`config.mk`:
```
export PLATFORM = sky130hd
export DESIGN_NAME = boot_rom_arbiter
export DESIGN_NICKNAME = d
export VERILOG_FILES = /design/src/rtl/boot_rom_arbiter.sv
export SDC_FILE = /design/constraint.sdc
export NUM_CORES = 1
export LEC_CHECK = 0
export ABC_AREA = 1
export CAP_MARGIN = 20
export CORE_MARGIN = 1
export CORE_UTILIZATION = 24
export DETAILED_ROUTE_END_ITERATION = 8
export PLACE_DENSITY = 0.76
export SLEW_MARGIN = 30
export SYNTH_ARGS = -nofsm -noshare
export SYNTH_HDL_FRONTEND = slang
export SYNTH_SLANG_ARGS = --single-unit
```
`constraint.sdc`:
```
create_clock -name clk -period 1.7 [get_ports clk]
set_clock_uncertainty 0.2 [all_clocks]
set_input_delay 0.34 -clock clk [delete_from_list [all_inputs] [get_ports clk]]
set_output_delay 0.34 -clock clk [all_outputs]
set_load 0.01 [all_outputs]
```
`src/rtl/boot_rom_arbiter.sv`:
```
// Round-robin arbiter that shares a single-port boot ROM between the instruction
// fetch port and the data port, with address decode and a one-cycle response stage.
module boot_rom_arbiter #(
    parameter int unsigned ROM_ADDR_WIDTH = 12,
    parameter logic [31:0] ROM_START_ADDR = 32'h8000
) (
    input  logic                      clk,
    input  logic                      rst_n,
    input  logic                      instr_req_i,
    input  logic [31:0]               instr_addr_i,
    output logic                      instr_gnt_o,
    output logic                      instr_rvalid_o,
    output logic [31:0]               instr_rdata_o,
    output logic                      instr_err_o,
    input  logic                      data_req_i,
    input  logic [31:0]               data_addr_i,
    input  logic                      data_we_i,
    output logic                      data_gnt_o,
    output logic                      data_rvalid_o,
    output logic [31:0]               data_rdata_o,
    output logic                      data_err_o,
    output logic                      rom_en_o,
    output logic [ROM_ADDR_WIDTH-3:0] rom_addr_o,
    input  logic [31:0]               rom_rdata_i
);

    localparam int unsigned WORD_W  = ROM_ADDR_WIDTH - 2;
    // 33-bit end bound so a region touching the top of the address map cannot wrap.
    localparam logic [32:0] ROM_END = {1'b0, ROM_START_ADDR} + (33'd1 << ROM_ADDR_WIDTH);

    logic              prio_q;      // 0: instr wins a tie, 1: data wins a tie
    logic              rsp_valid_q;
    logic              rsp_port_q;  // 0: instr, 1: data
    logic              rsp_err_q;
    logic [WORD_W-1:0] rom_addr_q;

    logic              contended;
    logic              instr_win;
    logic              data_win;
    logic              any_gnt;
    logic [31:0]       sel_addr;
    logic              sel_hit;
    logic              sel_ok;
    logic [WORD_W-1:0] sel_word;

    // NOTE: every signal gets a default at the top of always_comb so no path can infer a latch.
    always_comb begin
        contended = instr_req_i & data_req_i;
        data_win  = data_req_i & (~instr_req_i | prio_q);
        instr_win = instr_req_i & ~data_win;
        any_gnt   = instr_win | data_win;
        sel_addr  = data_win ? data_addr_i : instr_addr_i;
        sel_hit   = ({1'b0, sel_addr} >= {1'b0, ROM_START_ADDR}) && ({1'b0, sel_addr} < ROM_END);
        sel_ok    = sel_hit & ~(data_win & data_we_i);
        sel_word  = sel_addr[ROM_ADDR_WIDTH-1:2];
    end

    assign instr_gnt_o = instr_win;
    assign data_gnt_o  = data_win;
    assign rom_en_o    = any_gnt & sel_ok;
    // The macro address is presented combinationally in the grant cycle and held otherwise.
    assign rom_addr_o  = rom_en_o ? sel_word : rom_addr_q;

    // NOTE: sequential state uses non-blocking assignments so all registers update together.
    always_ff @(posedge clk or negedge rst_n) begin
        if (!rst_n) begin
            prio_q      <= 1'b0;
            rsp_valid_q <= 1'b0;
            rsp_port_q  <= 1'b0;
            rsp_err_q   <= 1'b0;
            rom_addr_q  <= '0;
        end else begin
            if (contended) begin
                prio_q <= ~prio_q;
            end
            if (rom_en_o) begin
                rom_addr_q <= sel_word;
            end
            rsp_valid_q <= any_gnt;
            rsp_port_q  <= data_win;
            rsp_err_q   <= ~sel_ok;
        end
    end

    assign instr_rvalid_o = rsp_valid_q & ~rsp_port_q;
    assign data_rvalid_o  = rsp_valid_q & rsp_port_q;
    assign instr_err_o    = instr_rvalid_o & rsp_err_q;
    assign data_err_o     = data_rvalid_o & rsp_err_q;
    assign instr_rdata_o  = (instr_rvalid_o & ~rsp_err_q) ? rom_rdata_i : 32'h0;
    assign data_rdata_o   = (data_rvalid_o & ~rsp_err_q) ? rom_rdata_i : 32'h0;

endmodule
```
==> reports/results.ini <==
[outcome]
outcome=finished, violations left
violations=negative setup slack

[clocking]
clk_pin_slew_ps=60
insertion_delay_ps=240
cts_htree_levels=1
clock-sinks=14
clock_path_buffers=2
cts_tree=yes
cts_hold_buffers=0
cts_buffers=3
cts_root_buf=clkbuf_8

[routing]
drc=0
drtPass1Iterations=4
detail-route-antenna-nets=0
vias=2499
drtIter0Drc=83
wl_um=8860
wire_per_inst_um=16.4
viasPerCell=4.63

[place]
place_hpwl_um=4840
portBuffers=177
gp_congestion=0.779
dpl_worst_slack_ps=-1030
placedInstanceArea_um2=3270

[cells_and_area]
final_util_pct=82.2
final_layout_size_suffix_gt1_share_pct=48.3
final_nets=572
design_area_um2=4250
area_delta_synth_final_pct=226
fillers=325
n_antenna_cell=0

[timing]
maxSlewViolCount=0
setup_viol=81
slew_headroom_pct=84.2
setup_ws_ps=-445
finalHoldViolCount=0
finalCritPeriodShare_pct=126
finalSetupTns_ps=-23570
worst_pin_slew_ps=236
final.min_clock_period_ps=2140
rsz0062_at_grt=true
max_freq_ghz=0.466
fin_hold_ws_ps=209

[yosys]
synthCells=254
yosys-top-cells-count=nor2_1, nand2_1, inv_1
synth_cell_type_count=15
ys_ff_latch=14
synth_top_cells_by_area=dfrtp_1, nor2_1, nand2_1, inv_1, nand3_1
synth_most_common_cell=nor2_1
ys_seq_area_share_pct=26.9
yosysTopAreaCell=dfrtp_1
synth_ff_type=dfrtp_1
async_flop_share_pct=100
syn_area_um2=1300
synth_top_area_share_pct=26.9
syn-num-nets=355
synth_edf_count=0
yosysWarnings=0
synth_area_per_cell_um2=5.13

[die]
start_util_pct=25.2
rows=26
core_um2=5170
pin_count=182
dieWidth_um=75.7
die_area_um2=5730
die_h_um=75.7

[setup_path]
worst_setup_path_start_kind=register
timing.rr.start=prio_q
end_kind=output pin
critical_path_peak_fanout=4
worstSetupPathType=register to output pin
critPathArrivalTime_ps=1600
r2r_end=rom_addr_q[2]
required_ps=1160
reg2reg_setup_slack_ps=-230
r2r_cells=14

[pwr]
pwr_density_cell_nw_per_um2=266
p_leak_nw=2.18
p_comb_share_pct=41.2
vdd_ir_drop_max_v=0.000289
seqPwrFrac_pct=30.6
clockPowerShare_pct=28.3
power.switching_mw=0.326
power.internal_mw=0.806
p_sw_share_pct=28.8

[worst_hold_path]
hp-class=input pin to asynchronous set/reset pin

[grt]
grt_pass1_vias=2092
grt_pass1_wl_um=9490
track_usage_pct=21.8
grt_max_degree=17
antenna_found_initial=0
overflow=0

[flow_run]
cap_violations=0

==> power by group through the flow <==
stage	registers [mW]	clock network, mW	logic [mW]
final	0.346	0.320	0.466
after global routing	0.346	0.346	0.503
after CTS	0.345	0.322	0.392
after detailed placement	0.351	0	0.399
after global placement	0.351	0	0.392
after floorplan	0.350	0	0.107
==> worst max-delay path, cell delays in order, from the launching register on <==
cell and delay [ps]:
dfrtp_1 360, inv_2 60, a21oi_4 140, inv_2 60, nor2_2 110, nand2_2 70
nand2_4 100, nand2_4 70, buf_6 130, nand2_1 50, nand2_1 60, buf_2 140
==> sequential cells by signal, indices dropped and copies added, names as in the netlist <==
name	count
rom_addr_q	10
prio_q	1
rsp_err_q	1
rsp_port_q	1
rsp_valid_q	1
==> repair_timing <==
| action | in CTS | in global routing |
|---|---|---|
| setup endpoints to repair | 91 | 84 |
| pin swaps | 40 | 21 |
| resized for setup | 423 | 190 |
| gates cloned | 5 | 4 |
| hold endpoints to repair | 0 | 0 |
| setup buffers | 18 | 5 |
==> kinds of logic (layout without fill, tap and decap cells) <==
kind of cell           after synthesis  in the layout  synth area share (%)
DFF                                 14             14                  26.9
buffers and inverters               65            281                  19.8
and+or+nand+nor                    172            172                  51.3
AOI/OAI and AO/OA                    3              3                  2.02
==> placed cells by master, fill, tap and decap left out, drive strengths merged <==
cell	instances
a21oi	3
buf	122
clkbuf	8
clkdlybuf4s15	1
clkdlybuf4s50	53
dfrtp	14
dlygate4sd2	43
inv	54
nand2	70
nand3	12
nand3b	1
nor2	88
nor3	1
==> how the worst max path moves through the flow <==
stage	startpoint	endpoint	slack, ps	cells after the start
global route	prio_q	rom_addr_o[4]	-550	11
floorplan	data_req_i	rom_addr_o[0]	9	10
finish	prio_q	rom_addr_o[4]	-440	11
CTS	prio_q	rom_addr_o[3]	-460	11
detailed placement	data_req_i	rom_addr_o[0]	-1030	12
global placement	instr_req_i	rom_addr_o[8]	-980	11
==> per-stage QoR <==
step / total power, mW / std cells
5_1_grt: 1.20 / 540
3_5_place_dp: 0.750 / 507
6_report: 1.13 / 540
4_1_cts: 1.06 / 533
2_1_floorplan: 0.457 / 254
3_3_place_gp: 0.743 / 507
==> cell type report <==
class                   instances  area (um^2)  area share [%]
repair buffers                223         2340            55.0
flip-flops and latches         14          350            8.24
clock buffers                   4         55.1            1.30
multi-input cells             175         1220            28.6
well taps                      70         87.6            2.06
inverters                      54          203            4.77
==> per-layer routing <==
metal  vias up  wire, um  track usage (%)
met4         0       380             3.09
li1       1154         -                -
met2       151      4540             44.9
met3        36       746             5.56
met1      1158      3200             22.1
met5         -         0                0
No activity file was read; power rests on OpenSTA's default activity.
